`src/rtl/mem_bus_pkg.sv`:
```
// Shared constants and types for the unified memory bus.
package mem_bus_pkg;
  localparam logic [1:0] SZ_WORD = 2'b00;
  localparam logic [1:0] SZ_HALF = 2'b01;
  localparam logic [1:0] SZ_BYTE = 2'b10;

  typedef enum logic [1:0] {
    ST_IDLE  = 2'd0,
    ST_ISSUE = 2'd1,
    ST_RESP  = 2'd2
  } arb_state_e;

  localparam logic [31:0] ERR_DATA_DEF = 32'hDEAD_BEEF;

  // Memory-mapped I/O addresses, shared with the bus decoders.
  localparam logic [31:0] STDOUT_ADDR = 32'hF000_0000;
  localparam logic [31:0] EXIT_ADDR   = 32'hF000_0004;

  // One latched memory access as presented on the M_* port.
  typedef struct packed {
    logic        write;
    logic [1:0]  size;
    logic [31:0] ad;
    logic [31:0] wdt;
  } mem_req_t;
endpackage

```
`src/rtl/mem_arb_pick.sv`:
```
// Winner selection between fetch and data, plus the data-streak next value.
module mem_arb_pick #(
  parameter int MAX_DSTREAK = 4,
  parameter int SW          = 3
) (
  input  logic          ireq,
  input  logic          mreq,
  input  logic [SW-1:0] streak,
  output logic          gnt,
  output logic          gnt_d,
  output logic [SW-1:0] streak_nxt
);
  localparam logic [SW-1:0] MAX_S = SW'(MAX_DSTREAK);

  // Data wins ties until the streak is exhausted; the streak only grows while a fetch waits.
  always_comb begin
    gnt        = ireq | mreq;
    gnt_d      = mreq & (~ireq | (streak != MAX_S));
    streak_nxt = '0;
    if (ireq && gnt_d)
      streak_nxt = (streak == MAX_S) ? streak : streak + SW'(1);
  end
endmodule

```
`src/rtl/mem_bus_arbiter.sv`:
```
// Shares one memory port between instruction fetch and data access.
module mem_bus_arbiter
  import mem_bus_pkg::*;
#(
  parameter int          MAX_DSTREAK = 4,
  parameter int          TIMEOUT     = 255,
  parameter logic [31:0] ERR_DATA    = ERR_DATA_DEF
) (
  input  logic        clk,
  input  logic        rst,
  input  logic        IREQ,
  input  logic [31:0] IAD,
  output logic [31:0] IDT,
  output logic        ACKI_n,
  input  logic        MREQ,
  input  logic        WRITE,
  input  logic [1:0]  SIZE,
  input  logic [31:0] DAD,
  input  logic [31:0] DDT_W,
  output logic [31:0] DDT_R,
  output logic        ACKD_n,
  output logic        M_REQ,
  output logic        M_WRITE,
  output logic [1:0]  M_SIZE,
  output logic [31:0] M_AD,
  output logic [31:0] M_WDT,
  input  logic [31:0] M_RDT,
  input  logic        M_ACK_n,
  output logic        ERR
);
  localparam int          SW  = (MAX_DSTREAK < 1) ? 1 : $clog2(MAX_DSTREAK + 1);
  localparam logic [15:0] TMO = 16'(TIMEOUT);

  arb_state_e  state_q, state_d;
  mem_req_t    mr_q, mr_d;
  logic        win_d_q, win_d_d;
  logic [15:0] tcnt_q, tcnt_d;
  logic [SW-1:0] streak_q, streak_d, streak_nxt;
  logic [31:0] idt_q, idt_d, ddt_q, ddt_d, rdata;
  logic        m_req_q, m_req_d, acki_n_q, acki_n_d, ackd_n_q, ackd_n_d, err_q, err_d;
  logic        gnt, gnt_d;

  mem_arb_pick #(.MAX_DSTREAK(MAX_DSTREAK), .SW(SW)) u_pick (
    .ireq      (IREQ),
    .mreq      (MREQ),
    .streak    (streak_q),
    .gnt       (gnt),
    .gnt_d     (gnt_d),
    .streak_nxt(streak_nxt)
  );

  // Next state: arbitrate in IDLE, wait for ack or timeout in ISSUE, pulse ack in RESP.
  always_comb begin
    state_d  = state_q;
    mr_d     = mr_q;
    win_d_d  = win_d_q;
    tcnt_d   = tcnt_q;
    streak_d = streak_q;
    idt_d    = idt_q;
    ddt_d    = ddt_q;
    m_req_d  = 1'b0;
    acki_n_d = 1'b1;
    ackd_n_d = 1'b1;
    err_d    = 1'b0;
    rdata    = M_ACK_n ? ERR_DATA : M_RDT;
    unique case (state_q)
      ST_IDLE: begin
        streak_d = streak_nxt;
        if (gnt) begin
          win_d_d = gnt_d;
          if (gnt_d) begin
            mr_d.write = WRITE;
            mr_d.size  = SIZE;
            mr_d.ad    = DAD;
            mr_d.wdt   = DDT_W;
          end else begin
            mr_d.write = 1'b0;
            mr_d.size  = SZ_WORD;
            mr_d.ad    = IAD;
            mr_d.wdt   = '0;
          end
          tcnt_d  = '0;
          m_req_d = 1'b1;
          state_d = ST_ISSUE;
        end
      end
      ST_ISSUE: begin
        m_req_d = 1'b1;
        // An ack on the same edge as the timeout takes precedence.
        if (!M_ACK_n || tcnt_q == TMO) begin
          m_req_d = 1'b0;
          err_d   = M_ACK_n;
          state_d = ST_RESP;
          if (win_d_q) begin
            ackd_n_d = 1'b0;
            // Stores never disturb the load-data register, aborted or not.
            if (!mr_q.write) ddt_d = rdata;
          end else begin
            acki_n_d = 1'b0;
            idt_d    = rdata;
          end
        end else begin
          tcnt_d = tcnt_q + 16'd1;
        end
      end
      ST_RESP: state_d = ST_IDLE;
      default: state_d = ST_IDLE;
    endcase
  end

  // State and output registers; reset aborts any access in flight.
  always_ff @(posedge clk or negedge rst) begin
    if (!rst) begin
      state_q  <= ST_IDLE;
      mr_q     <= '0;
      win_d_q  <= 1'b0;
      tcnt_q   <= '0;
      streak_q <= '0;
      idt_q    <= '0;
      ddt_q    <= '0;
      m_req_q  <= 1'b0;
      acki_n_q <= 1'b1;
      ackd_n_q <= 1'b1;
      err_q    <= 1'b0;
    end else begin
      state_q  <= state_d;
      mr_q     <= mr_d;
      win_d_q  <= win_d_d;
      tcnt_q   <= tcnt_d;
      streak_q <= streak_d;
      idt_q    <= idt_d;
      ddt_q    <= ddt_d;
      m_req_q  <= m_req_d;
      acki_n_q <= acki_n_d;
      ackd_n_q <= ackd_n_d;
      err_q    <= err_d;
    end
  end

  assign M_REQ   = m_req_q;
  assign M_WRITE = mr_q.write;
  assign M_SIZE  = mr_q.size;
  assign M_AD    = mr_q.ad;
  assign M_WDT   = mr_q.wdt;
  assign IDT     = idt_q;
  assign DDT_R   = ddt_q;
  assign ACKI_n  = acki_n_q;
  assign ACKD_n  = ackd_n_q;
  assign ERR     = err_q;
endmodule
```
`config.mk`:
```
export PLATFORM = sky130hd
export DESIGN_NAME = mem_bus_arbiter
export DESIGN_NICKNAME = d
export VERILOG_FILES = /design/src/rtl/mem_bus_pkg.sv /design/src/rtl/mem_arb_pick.sv /design/src/rtl/mem_bus_arbiter.sv
export SDC_FILE = /design/constraint.sdc
export NUM_CORES = 1
export LEC_CHECK = 0
export BUFFER_PORTS_ARGS = -buffer_cell sky130_fd_sc_hd__buf_4
export CAP_MARGIN = 0
export CORE_MARGIN = 1
export CORE_UTILIZATION = 44
export DETAILED_ROUTE_END_ITERATION = 7
export HOLD_SLACK_MARGIN = 0.1
export PLACE_DENSITY = 0.84
export SLEW_MARGIN = 15
export SYNTH_ARGS = -nofsm -noshare
export SYNTH_HDL_FRONTEND = slang
export SYNTH_HIERARCHICAL = 1
export SYNTH_SLANG_ARGS = --single-unit
export TNS_END_PERCENT = 20
```
`constraint.sdc`:
```
create_clock -name clk -period 2.29 [get_ports clk]
set_clock_uncertainty 0.15 [all_clocks]
set_input_delay 0.3435 -clock clk [delete_from_list [all_inputs] [get_ports clk]]
set_output_delay 0.3435 -clock clk [all_outputs]
set_load 0.01 [all_outputs]
```
==> results of run 1 <==
## per-stage QoR
step,instance area [µm²],worst slack [ns],total power [W]
final,10900,-0.169,0.0133
after global routing,10900,-0.207,0.0140
after CTS,10800,-0.103,0.0129
after detailed placement,9010,-0.105,0.00998
after global placement,9010,-0.0564,0.00978
after floorplan,6610,-0.158,0.00712
## layout make-up
cell class | count | area, µm² | area share
tap | 184 | 230 | 0.0212
sequential | 157 | 3930 | 0.362
timing repair buffer | 430 | 3630 | 0.334
clock inverter | 10 | 105 | 0.00968
inverter | 6 | 27.5 | 0.00254
clock buffer | 22 | 464 | 0.0428
multi-input combinational | 381 | 2470 | 0.227
## where the power goes
group	switching (W)	total [W]	internal, W
Clock	0.00117	0.00274	0.00157
Combinational	0.00299	0.00575	0.00275
Sequential	0.000857	0.00484	0.00398
## layout by cell type, fill, tap and decap left out, types with 4 or more instances in the layout
cell / Yosys / final
nand3_1: 5 / 5
buf_6: 5 / 4
inv_6: 0 / 5
nor2_1: 7 / 7
dfrtp_1: 155 / 155
buf_4: 0 / 298
o32a_2: 20 / 20
nand2b_1: 4 / 4
o32a_1: 28 / 28
o2bb2ai_1: 16 / 16
o21ai_0: 72 / 72
inv_1: 5 / 5
nand4_1: 4 / 4
mux2i_1: 33 / 33
buf_12: 0 / 5
a31oi_1: 16 / 15
dlygate4sd3_1: 0 / 122
clkbuf_16: 0 / 18
nand2_1: 124 / 123
mux2_2: 4 / 4
## cells by family after synthesis
group / share of synthesized area
flip-flops: 0.595
adder cells (fa/ha/maj): 0.00568
AND/OR/NAND/NOR: 0.109
buffers and inverters: 0.0358
multiplexers: 0.0568
AO/OA/AOI/OAI: 0.198
## how the worst max path moves through the flow
| stage | start | endpoint | slack [ns] | depth (start not counted) |
|---|---|---|---|---|
| after floorplan | tcnt_q[12] | IDT[14] | -0.16 | 6 |
| after global placement | tcnt_q[15] | IDT[20] | -0.06 | 5 |
| after detailed placement | tcnt_q[15] | IDT[4] | -0.11 | 5 |
| after CTS | tcnt_q[10] | IDT[20] | -0.10 | 5 |
| after global routing | tcnt_q[15] | IDT[3] | -0.21 | 6 |
| final | tcnt_q[15] | IDT[3] | -0.17 | 6 |
## worst reg2reg max path: stages, from the launching register on
cell,delay (ns)
dfrtp_1,0.38
or4_4,0.53
or4_4,0.58
a211oi_4,0.28
buf_6,0.17
clkbuf_16,0.16
o32a_2,0.15
## flip-flops by register name, summed over array words and instances (netlist names), 2 cells and up
signal,flops
M_WDT,32
M_AD,32
streak_q,3
IDT,32
state_q,2
tcnt_q,16
DDT_R,32
M_SIZE,2
## timing repair
item                                    4_1_cts  5_1_grt
resized for setup                             2        6
gates cloned                                  1        1
endpoints found under the hold margin       171        0
endpoints found under the setup margin       66       75
hold buffers                                122        0
pin swaps                                    10       16
buffers inserted                              2        2
## per-layer routing
layer  global-route usage  routed length (µm)  vias up
met5                    0                   0        -
li1                     -                   -     2962
met4                0.161                1040        0
met3               0.0713                1800       71
met1                0.365                9050     3235
met2                0.562               12600      414
==> summary.md, run 1 <==
| Metric | Value |
|---|---|
| Hold Crit Class | `in2reg` |
| Num CTS Buffers | `17` |
| Most common cell in the netlist | `dfrtp_1` |
| Starting density of the core | `0.453` |
| Cell mode on critical path | `or4_4` |
| Buffers plus inverters on the worst setup path | `2` |
| Outcome | `finished, violations left` |
| Cells along the critical path | `or4_4 -> or4_4 -> a211oi_4 -> buf_6 -> clkbuf_16 -> o32a_2` |
| Syn Area/Cell | `approximately 11 µm²` |
| RSZ-0062 raised after global routing | `yes` |
| Non-Filler Instances | `approximately 1200` |
| First-pass GRT wire length | `between 30000 and 40000 µm` |
| H-Tree Depth | `4` |
| Static leakage | `5.07 nW` |
| Core Util, Final | `0.744` |
| Vias in the first global route | `approximately 7100` |
| Min Clock Period, post-route | `about 2.5 ns` |
| Final hold vios | `0` |
| Mapped cell area | `between 6000 and 7000 µm²` |
| Clk slew on worst S/H paths | `~0.070 ns` |
| CP max FO | `12` |
| Worst hold start | `IAD[4]` |
| WS Path Type | `reg2reg` |
| Reg2Reg Depth | `6` |
| Row cnt | `44` |
| Total wire length | `around 25000 µm` |
| Final Worst Setup Slack | `-0.169 ns` |
| Syn Inst Count | `591` |
| Cell variety after synth | `44` |
| CTS root buf | `clkbuf_16` |
| Main synth FF type | `dfrtp_1` |
| Post-synth EDFFs | `0` |
| Final period utilization | `1.07` |
| Worst Tran Pin Value | `around 0.63 ns` |
| Mean number of vias per cell | `roughly 5.6` |
| Yosys reg bits | `157` |
| P&R area growth vs syn | `64.3%` |
| GRT Residual Overflow | `0` |
| WHS Endpoint | `M_AD[4]` |
| Most frequent cells after synthesis | `dfrtp_1, nand2_1, o21ai_0` |
| Critical Path RT | `between 2 and 3 ns` |
| Post-DP HPWL | `13500 µm` |
| Cell taking the most area after synthesis | `dfrtp_1` |
| FFs w/ async S/R, synth | `1.00` |
| Layout filler cell count | `885` |
| Clk_lat worst skew | `0.42 ns` |
| Achievable Freq | `around 410 MHz` |
| Share of layout cells above drive strength 1 | `0.373` |
| Core area | `14600 µm²` |
| Largest buffer count on any clock path | `2` |
| RR Startpoint | `tcnt_q[15]` |
| Max VDD drop | `around 540 µV` |
| Slowest cell on crit path | `or4_4` |
| Setup TNS | `-6.87 ns` |
| Antenna Nets Post-Route | `0` |
| Critical Path End Type | `register` |
| Flop-to-flop setup slack | `-0.17 ns` |
| Residual DRC | `0` |
| Die Span Y | `125 µm` |
| Dominant cells by area after synthesis | `dfrtp_1, nand2_1, o21ai_0` |
| TritonCTS sink count | `about 160` |
| Worst hold slack | `0.106 ns` |
| Routability cong. | `approximately 0.84` |
| Number of nets in the layout | `between 1000 and 1500` |
| Post-synth top area share | `0.587` |
| Yosys warns | `6` |
| Drt first pass iters | `7` |
| Critical path data arrival time | `about 2.7 ns` |
| Slew Viols, Final | `0` |
| Mapped Nets | `730` |
| Max cap viols | `0` |
| Vias | `around 6700` |
| I/O Buffers | `270` |
| Initial antenna violation count | `0` |
| Top Family by Delay on Critical Path | `simple AND/OR/NAND/NOR gates` |
| Die X-Extent | `125 µm` |
| Power density over the cells | `between 1000 and 1500 nW/µm²` |
| FF-to-FF End | `IDT[3]` |
| Finish-stage setup viols | `65` |
| Slew HR | `0.581` |
| Post-Place Cells | `between 1000 and 1500` |
| Iter 0 DRT Violations | `about 500` |
| Die area | `~16000 µm²` |
| Nature of the critical path startpoint | `register` |
| Seq/Total Area, Yosys | `0.595` |
| Violated checks | `negative setup slack` |
| Antenna fix cells | `0` |
| CTS tree | `yes` |
| Largest net degree at the start of global routing | `73` |
| Crit-path max cell delay | `a little under 0.6 ns` |
| GRT Overall Usage | `0.320` |
| Routed length per instance | `20.6 µm` |
| IO Count | `around 270` |
| Hold Path Stages | `3` |
Power figures use the tool's default switching activity.
==> run 2: changes to the inputs <==
- CORE_UTILIZATION: 44 -> 48
- PLACE_DENSITY: 0.84 -> 0.87
- clock period: 2.29 -> 2.5 ns (I/O delays scaled with it)
==> summary.md, run 2 (synthesized netlist as in run 1, its figures left out) <==
| Metric | Value |
|---|---|
| TritonCTS sink count | `157 (unchanged)` |
| Critical Path RT | `2.70 ns (+0.19 ns)` |
| Critical path data arrival time | `2.74 ns (+0.06 ns)` |
| Critical Path End Type | `register` |
| Antenna Nets Post-Route | `0 (unchanged)` |
| CTS tree | `yes` |
| CP startpoint | `tcnt_q[8]` |
| RR Startpoint | `tcnt_q[8]` |
| Num CTS Buffers | `17 (unchanged)` |
| Vias in the first global route | `6487 (-8.5%)` |
| WS Path Type | `reg2reg` |
| Die area | `14200 µm² (-8.2%)` |
| Initial antenna violation count | `1 (+1)` |
| Starting density of the core | `0.495 (+0.0421)` |
| Max VDD drop | `556 µV (+3.9%)` |
| Achievable Freq | `393 MHz (-3.3%)` |
| IO Count | `271 (unchanged)` |
| CP max FO | `6 (-6)` |
| Vias | `6490 (-2.9%)` |
| RSZ-0062 raised after global routing | `yes` |
| Residual DRC | `0 (unchanged)` |
| Largest buffer count on any clock path | `2 (unchanged)` |
| Reg2Reg Depth | `6 (unchanged)` |
| Worst hold slack | `0.106 ns (-0.000214 ns)` |
| Total wire length | `22100 µm (-9.9%)` |
| Non-Filler Instances | `1137 (-4.5%)` |
| Worst Tran Pin Value | `0.719 ns (+0.0932 ns)` |
| Slew HR | `0.520 (-0.0609)` |
| Iter 0 DRT Violations | `663 (+32%)` |
| P&R area growth vs syn | `57.8%` |
| Largest net degree at the start of global routing | `139 (+90%)` |
| Final period utilization | `1.02 (-0.0567)` |
| Row cnt | `42 (-4.5%)` |
| Slew Viols, Final | `0 (unchanged)` |
| I/O Buffers | `270 (unchanged)` |
| Final Worst Setup Slack | `-0.0430 ns (+0.126 ns)` |
| Min Clock Period, post-route | `2.54 ns (+0.0838 ns)` |
| FF-to-FF End | `IDT[2]` |
| GRT Residual Overflow | `0 (unchanged)` |
| Final hold vios | `0 (unchanged)` |
| Total power | `0.0120 W (-10%)` |
| Power density over the cells | `1150 nW/µm² (-6.4%)` |
| Die X-Extent | `119 µm (-4.2%)` |
| Post-DP HPWL | `12700 µm (-5.5%)` |
| GRT Overall Usage | `0.315 (-0.00465)` |
| Drt first pass iters | `5 (-2)` |
| Static leakage | `4.86 nW (-4.1%)` |
| Nature of the critical path startpoint | `register` |
| CTS root buf | `clkbuf_16` |
| Finish-stage setup viols | `3 (-95%)` |
| Critical Path Sink | `IDT[2]` |
| Core area | `13300 µm² (-8.5%)` |
| Outcome | `finished, violations left` |
| Commonest non-fill, non-tap cell in the layout | `buf_4` |
| Number of nets in the layout | `1087 (-4.0%)` |
| First-pass GRT wire length | `34200 µm (-11%)` |
| Post-Place Cells | `1011 (-2.0%)` |
| Flop-to-flop setup slack | `-0.04 ns (+0.13 ns)` |
| Routability cong. | `0.858 (+2.2%)` |
| Share of layout cells above drive strength 1 | `0.380 (+0.00744)` |
| Max cap viols | `0 (unchanged)` |
| Hold Crit Class | `in2reg` |
| Most frequent cells in the layout | `buf_4, dfrtp_1, nand2_1` |
| Violated checks | `negative setup slack` |
| Pre-CTS WS | `0.0542 ns (+0.159 ns)` |
| Clk_lat worst skew | `0.42 ns (about the same)` |
| Routed length per instance | `19.4 µm (-5.7%)` |
| Core Util, Final | `0.781 (+0.0370)` |
| Clk slew on worst S/H paths | `0.07 ns (about the same)` |
| H-Tree Depth | `4 (unchanged)` |
| Die Span Y | `119 µm (-4.2%)` |
| Mean number of vias per cell | `5.71 (+1.7%)` |
==> run 2: report_power, final <==
group	internal, W	leakage, nW	switching, W	total (W)
Clock	0.00149	0.276	0.00111	0.00260
Combinational	0.00238	2.68	0.00259	0.00497
Sequential	0.00364	1.90	0.000771	0.00442
==> run 2: metal layers <==
layer,vias to the layer above,share of wire,track usage
met5,-,0,0
met4,0,0.041,0.157
met3,72,0.078,0.0728
met2,379,0.52,0.558
met1,3154,0.36,0.356
li1,2885,-,-
==> run 2: worst min-delay path by stage <==
stage / start / endpoint / cells past startpoint
2_1_floorplan: rst / DDT_R[0] / 0
3_3_place_gp: rst / DDT_R[19] / 1
3_5_place_dp: rst / DDT_R[19] / 1
4_1_cts: DAD[5] / M_AD[5] / 3
5_1_grt: DDT_W[27] / M_WDT[27] / 3
6_report: DAD[28] / M_AD[28] / 3
==> run 2: per-stage QoR <==
stage / setup TNS, ns / area, µm²
after global routing: -0.721 / 10400
after floorplan: 0 / 6610
after global placement: 0 / 8870
after detailed placement: 0 / 8870
final: -0.0740 / 10400
after CTS: 0 / 10400
==> run 2: layout make-up <==
| class | instances | area [µm²] |
|---|---|---|
| Sequential cell | 157 | 3930 |
| Tap cell | 176 | 220 |
| Fill cell | 764 | 2920 |
| Multi-Input combinational cell | 381 | 2480 |
| Clock buffer | 17 | 425 |
| Antenna cell | 1 | 2.50 |
| Clock inverter | 14 | 161 |
| Timing Repair Buffer | 385 | 3190 |
| Inverter | 6 | 22.5 |
==> run 2: critical path: stages (launching register included) <==
cell and delay, ns:
dfrtp_1 0.41, or4_4 0.53, or4_4 0.59, a211oi_4 0.27, buf_6 0.17, buf_6 0.13
o32a_1 0.21
==> run 2: timing repair <==
| action | CTS | global route |
|---|---|---|
| setup endpoints to repair | 0 | 72 |
| hold buffers | 91 | 0 |
| endpoints found under the hold margin | 166 | 0 |
| gates resized for setup | 0 | 10 |
| setup buffers | 0 | 2 |
